===== config.mk =====
export PLATFORM = sky130hd
export DESIGN_NAME = lift_call_scheduler
export DESIGN_NICKNAME = d
export VERILOG_FILES = /design/src/rtl/lift_call_scheduler.sv
export SDC_FILE = /design/constraint.sdc
export NUM_CORES = 1
export LEC_CHECK = 0
export ABC_CLOCK_PERIOD_IN_PS = 4250
export CAP_MARGIN = 10
export CORE_MARGIN = 2
export CORE_UTILIZATION = 55
export DETAILED_ROUTE_END_ITERATION = 16
export MAX_ROUTING_LAYER = met4
export PLACE_DENSITY = 0.78
export SYNTH_ARGS = -nofsm -noshare
export SYNTH_HDL_FRONTEND = slang
export SYNTH_SLANG_ARGS = --single-unit
export TNS_END_PERCENT = 30

===== constraint.sdc =====
create_clock -name clk -period 4.25 [get_ports clk]
set_input_delay 0.85 -clock clk [delete_from_list [all_inputs] [get_ports clk]]
set_output_delay 0.85 -clock clk [all_outputs]
set_load 0.005 [all_outputs]

===== src/rtl/lift_call_scheduler.sv =====
// Hall-call scheduler for a 4-floor lift.
// Latches hall-call buttons into a pending register. Picks the next call with a
// direction-preserving sweep and hands one request code at a time to the lift FSM.
// Then tracks arrival, clears the served lamp and times the door dwell.
// If the lift never acknowledges a request, a sticky fault is raised.
module lift_call_scheduler #(
    parameter int DWELL_CYC = 8,
    parameter int TMO_CYC   = 16
) (
    input  logic       clk,
    input  logic       rst_n,
    input  logic [5:0] call_btn,
    input  logic [1:0] floor,
    input  logic       lift_busy,
    output logic [2:0] req_code,
    output logic       req_valid,
    output logic [5:0] pending,
    output logic       door_open,
    output logic       dir_up,
    output logic       fault
);

    localparam int TW = $clog2(TMO_CYC + 1);
    localparam int DW = $clog2(DWELL_CYC + 1);

    // Call bits grouped by travel direction: 1U/2U/3U and 2D/3D/4D.
    localparam logic [5:0] UP_BITS = 6'b000111;
    localparam logic [5:0] DN_BITS = 6'b111000;

    typedef enum logic [2:0] {
        IDLE,
        SELECT,
        ISSUE,
        WAIT_BUSY,
        WAIT_ARRIVE,
        DWELL,
        FAULT
    } state_t;

    state_t         state, state_n;
    logic [5:0]     pending_n;
    logic [5:0]     pending_clr;
    logic           dir_n;
    logic           fault_n;
    logic [1:0]     tgt_floor, tgt_floor_n;
    logic [5:0]     tgt_mask, tgt_mask_n;
    logic [TW-1:0]  tmo_cnt, tmo_n;
    logic [DW-1:0]  dwell_cnt, dwell_n;

    logic [3:0]     floor_has;
    logic [5:0]     here_calls;
    logic [5:0]     floor_press;
    logic           up_found, down_found;
    logic [1:0]     up_floor, down_floor;

    // Call bits that belong to a given floor.
    function automatic logic [5:0] floor_mask(input logic [1:0] f);
        case (f)
            2'd0:    return 6'b000001;
            2'd1:    return 6'b001010;
            2'd2:    return 6'b010100;
            default: return 6'b100000;
        endcase
    endfunction

    // Request code sent to the lift for a one-hot call bit.
    function automatic logic [2:0] code_of(input logic [5:0] m);
        case (m)
            6'b000001: return 3'b001;
            6'b000010: return 3'b010;
            6'b000100: return 3'b011;
            6'b001000: return 3'b110;
            6'b010000: return 3'b111;
            6'b100000: return 3'b100;
            default:   return 3'b000;
        endcase
    endfunction

    // At the target floor, prefer the call whose direction matches the sweep
    // when both an up and a down call are waiting there.
    function automatic logic [5:0] pick_call(input logic [5:0] p, input logic [1:0] tf,
                                             input logic d);
        logic [5:0] at_floor;
        at_floor = p & floor_mask(tf);
        if (|(at_floor & UP_BITS) && |(at_floor & DN_BITS))
            return at_floor & (d ? UP_BITS : DN_BITS);
        return at_floor;
    endfunction

    // Per-floor occupancy and nearest pending floor above and below the lift.
    always_comb begin
        floor_has   = {pending[5], pending[2] | pending[4], pending[1] | pending[3], pending[0]};
        here_calls  = pending & floor_mask(floor);
        floor_press = call_btn & floor_mask(floor);
        up_found    = 1'b0;
        up_floor    = 2'd0;
        down_found  = 1'b0;
        down_floor  = 2'd0;
        for (int f = 3; f >= 0; f--) begin
            if (f > int'(floor) && floor_has[f]) begin
                up_found = 1'b1;
                up_floor = 2'(f);
            end
        end
        for (int f = 0; f <= 3; f++) begin
            if (f < int'(floor) && floor_has[f]) begin
                down_found = 1'b1;
                down_floor = 2'(f);
            end
        end
    end

    // Next-state, scheduling decisions and counter updates.
    always_comb begin
        state_n     = state;
        pending_clr = 6'b0;
        dir_n       = dir_up;
        fault_n     = fault;
        tgt_floor_n = tgt_floor;
        tgt_mask_n  = tgt_mask;
        tmo_n       = tmo_cnt;
        dwell_n     = dwell_cnt;
        case (state)
            IDLE: begin
                if (pending != 6'b0)
                    state_n = SELECT;
            end
            SELECT: begin
                if (here_calls != 6'b0) begin
                    pending_clr = here_calls;
                    dwell_n     = '0;
                    state_n     = DWELL;
                end else if (dir_up ? up_found : down_found) begin
                    tgt_floor_n = dir_up ? up_floor : down_floor;
                    tgt_mask_n  = pick_call(pending, tgt_floor_n, dir_up);
                    state_n     = ISSUE;
                end else if (dir_up ? down_found : up_found) begin
                    dir_n       = ~dir_up;
                    tgt_floor_n = dir_up ? down_floor : up_floor;
                    tgt_mask_n  = pick_call(pending, tgt_floor_n, ~dir_up);
                    state_n     = ISSUE;
                end else begin
                    state_n = IDLE;
                end
            end
            ISSUE: begin
                tmo_n   = '0;
                state_n = WAIT_BUSY;
            end
            WAIT_BUSY: begin
                if (lift_busy) begin
                    state_n = WAIT_ARRIVE;
                end else if (tmo_cnt == TW'(TMO_CYC - 1)) begin
                    fault_n = 1'b1;
                    state_n = FAULT;
                end else begin
                    tmo_n = tmo_cnt + TW'(1);
                end
            end
            WAIT_ARRIVE: begin
                if (!lift_busy) begin
                    if (floor == tgt_floor) begin
                        pending_clr = tgt_mask;
                        dwell_n     = '0;
                        state_n     = DWELL;
                    end else begin
                        state_n = SELECT;
                    end
                end
            end
            DWELL: begin
                if (floor_press != 6'b0) begin
                    pending_clr = floor_mask(floor);
                    dwell_n     = '0;
                end else if (dwell_cnt == DW'(DWELL_CYC - 1)) begin
                    state_n = ((pending | call_btn) != 6'b0) ? SELECT : IDLE;
                end else begin
                    dwell_n = dwell_cnt + DW'(1);
                end
            end
            FAULT: begin
                state_n = FAULT;
            end
            default: begin
                state_n = IDLE;
            end
        endcase
        pending_n = (pending | call_btn) & ~pending_clr;
    end

    // State and datapath registers with synchronous active-low reset.
    always_ff @(posedge clk) begin
        if (!rst_n) begin
            state     <= IDLE;
            pending   <= 6'b0;
            dir_up    <= 1'b1;
            fault     <= 1'b0;
            tgt_floor <= 2'd0;
            tgt_mask  <= 6'b0;
            tmo_cnt   <= '0;
            dwell_cnt <= '0;
        end else begin
            state     <= state_n;
            pending   <= pending_n;
            dir_up    <= dir_n;
            fault     <= fault_n;
            tgt_floor <= tgt_floor_n;
            tgt_mask  <= tgt_mask_n;
            tmo_cnt   <= tmo_n;
            dwell_cnt <= dwell_n;
        end
    end

    // Requests exist only in ISSUE; the door is open only in DWELL.
    always_comb begin
        req_valid = (state == ISSUE);
        req_code  = req_valid ? code_of(tgt_mask) : 3'b000;
        door_open = (state == DWELL);
    end

endmodule


# After elaboration in Yosys (flattened, before gate mapping)
# Cells that the tools add are included.
# totals
register_bits	28
input_bits	11
output_inout_bits	13
wordCells	163
# op_classes
addsub	2
magnitude_cmp	6
n_eq_ne	31
n_mux	72
n_bitwise	15
reduce_logical	29
# op_table
operator	count
6-bit two-way mux	19
6-bit one-hot mux with 3 select lines	4
6-bit AND	7
3-bit two-way mux	9
6-bit nonzero test	4
3-bit one-hot mux with 7 select lines	1
2-bit two-way mux	10
4-bit two-way mux	5
1-bit two-way mux	19
3-bit one-hot mux with 6 select lines	1
2-bit != test, second input constant	7
4-bit one-hot mux with 3 select lines	1
3-bit OR reduction	4
5-bit two-way mux	2
5-bit one-hot mux with 2 select lines	1
5-bit AND reduction	2
3-bit equality test, second input constant	3
3-bit AND reduction	3
1-bit logical AND	8
2-bit by 1-bit equality test with 1-bit output, second input constant	3
2-bit equality test, second input constant	3
3-bit by 2-bit equality test with 1-bit output, second input constant	2
6-bit by 1-bit equality test with 1-bit output, second input constant	1
6-bit by 2-bit equality test with 1-bit output, second input constant	1
25 further kinds	35

# Logic depth before layout (Yosys ltp)
# depth
word_depth	23
ltp_mapped	9

# Worst setup path after synthesis
# OpenSTA, ideal clock, no wires.
# synth_path
path_type	input to register
start	input floor[1]
end	register state[2]
t_arrival_ns	2.496
required_time_ns	4.159
setup_slack_ns	1.663
path_stages	6
path_buffers	2
cell_sequence	clkbuf_1 buf_1 mux4_2 a222oi_1 a21oi_1 a311oi_1
# synth_via
elab_chain_cells	6
word_cells_on_any_way	15
cone_classes	4 x eq/ne; 5 x mux; 2 x bitwise; 4 x reduce/logical
# synth_rtl
element	line	text
start, declared	13	input logic [1:0] floor,
2-bit equality test, or another cell as far along	58	case (f)
6-bit one-hot mux with 3 select lines	58	
6-bit AND, on equally long branches	93, 94	
6-bit nonzero test, on equally long branches	129, 172	
3-bit two-way mux / 2-bit != test (equally long branches)	--	
3-bit one-hot mux with 7 select lines / 5-bit AND reduction (equally long branches)	--	
end signal, assigned	203	state <= state_n;
end, declared	40	state_t state, state_n;
# Several ways; a longest one is shown, not always the timed one. The select of a mux whose other input is x is not followed.
# A chain may end at the register's enable or synchronous reset.

# Worst setup path after layout
# layout_path
start	input floor[1]
end	register tgt_mask[4]
# layout_via
elab_chain_cells	23
word_cells_on_any_way	76
cone_classes	6 x order compare; 6 x eq/ne; 40 x mux; 6 x bitwise; 18 x reduce/logical
# layout_rtl
element	line	text
2-bit > comparator	100	if (f > int'(floor) && floor_has[f]) begin
1-bit logical AND	100	
2-bit two-way mux (3 in a row)	100	
2-bit two-way mux	139	tgt_floor_n = dir_up ? down_floor : up_floor;
2-bit equality test, or another cell as far along	58	
6-bit one-hot mux with 3 select lines	58	
6-bit two-way mux	137	end else if (dir_up ? down_found : up_found) begin
6-bit two-way mux	133	end else if (dir_up ? up_found : down_found) begin
(+5 left out)	--	
1-bit two-way mux	85	if (|(at_floor & UP_BITS) && |(at_floor & DN_BITS))
1-bit two-way mux	137	
1-bit two-way mux	133	
1-bit two-way mux	129	if (here_calls != 6'b0) begin
1-bit two-way mux	123	case (state)
6-bit two-way mux	87	return at_floor;
6-bit two-way mux	137	
6-bit two-way mux	133	
end signal, assigned	208	tgt_mask <= tgt_mask_n;
end, declared	46	logic [5:0] tgt_mask, tgt_mask_n;
# Several ways; a longest one is shown, not always the timed one. The select of a mux whose other input is x is not followed.

==> flow_results.xml <==
<?xml version="1.0" encoding="UTF-8"?>
<metrics>
  <group name="outcome">
    <metric name="status" unit="">complete, no violations</metric>
  </group>
  <group name="clock_tree">
    <metric name="numClockSinks" unit="">28</metric>
    <metric name="cts_tree" unit="">built</metric>
    <metric name="cts.clk_slew.worst_paths" unit="ns">0.10</metric>
    <metric name="postCtsResizedCells" unit="">0</metric>
    <metric name="cts-htree-levels" unit="">1</metric>
    <metric name="number_of_clock_buffers_inserted_by_tritoncts" unit="">3</metric>
    <metric name="clockRootBuffer" unit="">sky130_fd_sc_hd__clkbuf_8</metric>
    <metric name="cts_hold_repair.buffers" unit="">0</metric>
    <metric name="cts.path.max_buffers" unit="">2</metric>
    <metric name="clk-insertion-delay-late" unit="ns">0.28</metric>
    <metric name="cts_setup_buffers" unit="">0</metric>
  </group>
  <group name="layout">
    <metric name="area_growth_syn_to_layout" unit="%">11.4</metric>
    <metric name="insertedDiodeCount" unit="">0</metric>
    <metric name="leading_cell_type_in_the_layout_fill_and_taps_excluded" unit="">sky130_fd_sc_hd__o21ai_0</metric>
    <metric name="stdcell_count" unit="">343</metric>
    <metric name="final_layout_size_suffix_gt1_frac" unit="">0.0814</metric>
    <metric name="layout.cells.most_common_list" unit="">30 x sky130_fd_sc_hd__o21ai_0, 28 x sky130_fd_sc_hd__nand2_1, 28 x sky130_fd_sc_hd__dfxtp_1</metric>
    <metric name="fin_nets" unit="">310</metric>
  </group>
  <group name="floorplanning">
    <metric name="placeable_core_region" unit="um2">3720</metric>
    <metric name="std_cell_rows" unit="">22</metric>
    <metric name="ioPinCount" unit="">24</metric>
    <metric name="chip_height" unit="um">66.5</metric>
    <metric name="fp.dieArea" unit="um2">4420</metric>
    <metric name="dieWidth" unit="um">66.5</metric>
    <metric name="floorplan.initialDensity" unit="">0.578</metric>
  </group>
  <group name="power">
    <metric name="cellLeakagePower" unit="nW">0.841</metric>
    <metric name="total_power" unit="W">0.000876</metric>
    <metric name="power_density" unit="nW/um2">366</metric>
    <metric name="irDropWorstVdd" unit="V">0.000202</metric>
  </group>
  <group name="logic_synthesis">
    <metric name="predominant_post_synthesis_flop_cell" unit="">sky130_fd_sc_hd__dfxtp_1</metric>
    <metric name="ys_ff_latch" unit="">28</metric>
    <metric name="ys_seq_area_frac" unit="">0.261</metric>
    <metric name="postSynthAreaPerCell" unit="um2">7.38</metric>
    <metric name="synth_warnings" unit="">0</metric>
    <metric name="synthArstFlopShare" unit="">0</metric>
    <metric name="syn-instance-count" unit="">291</metric>
    <metric name="synthesis.area" unit="um2">2150</metric>
    <metric name="post_synth_num_cell_types" unit="">65</metric>
    <metric name="post_synth_net_total" unit="">305</metric>
    <metric name="largest_area_contributor_in_the_synthesized_netlist" unit="">sky130_fd_sc_hd__dfxtp_1</metric>
    <metric name="synth-edff-count" unit="">0</metric>
    <metric name="area_share_of_the_largest_cell_type_after_synthesis" unit="">0.261</metric>
    <metric name="synthTopCellsByArea" unit="">sky130_fd_sc_hd__dfxtp_1 26%, sky130_fd_sc_hd__o21ai_0 7.0%, sky130_fd_sc_hd__nand2_1 4.9%, sky130_fd_sc_hd__nor2_1 4.7%, sky130_fd_sc_hd__nand3_1 3.5%</metric>
  </group>
  <group name="global_routing">
    <metric name="grt_use_total" unit="">0.267</metric>
    <metric name="grt_remaining_overflow" unit="">0</metric>
    <metric name="first_global_vias" unit="">1848</metric>
    <metric name="m1_gr_usage" unit="">0.385</metric>
    <metric name="grt_busiest_layer" unit="">met2</metric>
    <metric name="antenna_found_initial" unit="">0</metric>
    <metric name="use_met3" unit="">0.0507</metric>
    <metric name="grt_pass1_wl" unit="mm">8.89</metric>
    <metric name="grt_start_max_net_pins" unit="">29</metric>
    <metric name="grt_util_met2" unit="">0.389</metric>
  </group>
  <group name="timing">
    <metric name="finalWorstPathRequiredPeriod" unit="ns">3.24</metric>
    <metric name="max-slew-margin-rel" unit="">0.537</metric>
    <metric name="setup_total_negative_slack" unit="ns">0</metric>
    <metric name="worst_pin_slew" unit="ns">0.692</metric>
    <metric name="final-hold-violation-count" unit="">0</metric>
    <metric name="finalSetupViolations" unit="">0</metric>
    <metric name="final_period_utilization" unit="">0.763</metric>
    <metric name="final_worst_clock_skew" unit="ns">0.00128</metric>
    <metric name="max_freq" unit="MHz">308</metric>
    <metric name="drv_slew" unit="">0</metric>
    <metric name="rsz_0062_raised_after_global_routing" unit="">no</metric>
    <metric name="final.hold.worst_slack" unit="ns">0.481</metric>
  </group>
  <group name="detailed_routing">
    <metric name="wl" unit="mm">5.44</metric>
    <metric name="detail_route.vias_per_cell" unit="">6.33</metric>
    <metric name="antenna_violating_nets_post_route" unit="">0</metric>
    <metric name="wl_per_cell" unit="um">15.9</metric>
    <metric name="detailed_routing_iterations_pass_1" unit="">5</metric>
    <metric name="routed-via-count" unit="">2171</metric>
    <metric name="route.detailed.drc" unit="">0</metric>
    <metric name="first_iter_violations" unit="">196</metric>
  </group>
  <group name="setup_path">
    <metric name="criticalPathCategory" unit="">in2reg</metric>
    <metric name="worst-endpoint-required" unit="ns">4.48</metric>
    <metric name="crit_path_end_kind" unit="">register</metric>
    <metric name="cp_data_arrival_time" unit="ns">3.47</metric>
    <metric name="worst-path-max-fanout" unit="">21</metric>
    <metric name="worstSetupStartpointType" unit="">input pin</metric>
  </group>
  <group name="placed_design">
    <metric name="portBuffers" unit="">23</metric>
    <metric name="dp.final_hpwl" unit="mm">3.80</metric>
    <metric name="place.gp.congestion" unit="">1.00</metric>
    <metric name="placed_cells" unit="">339</metric>
  </group>
  <group name="worst_hold_path">
    <metric name="timing.hold.worst.class" unit="">reg2reg</metric>
  </group>
  <group name="run">
    <metric name="timing.max_cap.violations" unit="">0</metric>
  </group>
</metrics>
## Yosys cell counts, drive strengths merged, types with 2 or more instances
cell type / n
or2: 5
o211ai: 3
nand4: 2
a31oi: 4
nand3b: 2
a211oi: 9
nor3: 12
o22ai: 2
a32oi: 2
nor4b: 2
nor4: 3
nor2: 27
a21o: 4
nand2b: 6
a221oi: 3
mux2i: 4
a22oi: 5
buf: 6
clkbuf: 19
mux4: 2
nand2: 28
mux2: 3
inv: 9
a21boi: 3
nor2b: 5
and2: 3
o21ai: 31
dfxtp: 28
a21oi: 14
nand3: 15
xor2: 4
ha: 3
## cell families after synthesis
family	share of synthesized area
and+or+nand+nor	0.283
AOI/OAI and AO/OA	0.291
buffers and inverters	0.0693
DFF	0.261
muxes	0.0571
xor gates and xnor gates	0.0204
adders and majority gates	0.0175
## metal layers
| metal | share of wire | wire, um | up-vias |
|---|---|---|---|
| met5 | 0 | 0 | - |
| met4 | 0.0066 | 36 | 0 |
| met3 | 0.095 | 519 | 6 |
| met2 | 0.43 | 2330 | 103 |
| met1 | 0.47 | 2560 | 990 |
| li1 | - | - | 1072 |
## final timing paths
kind	start	to	slack, ns	cells after the start
setup / recovery	floor[1]	tgt_mask[4]	1.01	7
hold / removal	fault	fault	0.48	2
setup reg to reg	state[0]	dwell_cnt[1]	1.80	6
hold reg to reg	fault	fault	0.48	2
## flip-flops by register name (all words and copies together), names as in the netlist
signal	count
fault	1
tgt_floor	2
state	3
tmo_cnt	5
tgt_mask	6
pending	6
dwell_cnt	4
dir_up	1
## critical path, stage by stage
cell and delay [ns]:
sky130_fd_sc_hd__clkdlybuf4s50_1 0.75, sky130_fd_sc_hd__nor2_1 0.58, sky130_fd_sc_hd__a21oi_1 0.14, sky130_fd_sc_hd__a32oi_1 0.35, sky130_fd_sc_hd__mux2_2 0.38, sky130_fd_sc_hd__a311o_1 0.35, sky130_fd_sc_hd__nand3_1 0.08
## report_power, final
part           leakage [nW]  internal [W]  switching, W
Combinational         0.584      0.000149      0.000202
Sequential            0.228      0.000289     0.0000650
Clock                0.0288     0.0000831     0.0000887
Total                 0.841      0.000520      0.000355
## metrics by stage
step	worst slack (ns)	area [um2]	utilization
after floorplan	1.66	2150	-
after global placement	0.865	2340	0.629
after detailed placement	0.775	2340	0.629
after CTS	1.06	2390	0.644
after global routing	0.821	2390	0.644
final	1.01	2390	0.644
## final cells by class
type | count | area [um2]
multi-input cells | 229 | 1440
inverters | 9 | 33.8
fillers | 325 | 1320
clock buffers | 4 | 55.1
flip-flops and latches | 28 | 561
well taps | 48 | 60.1
repair buffers | 25 | 245
Power figures use the tool's default switching activity.
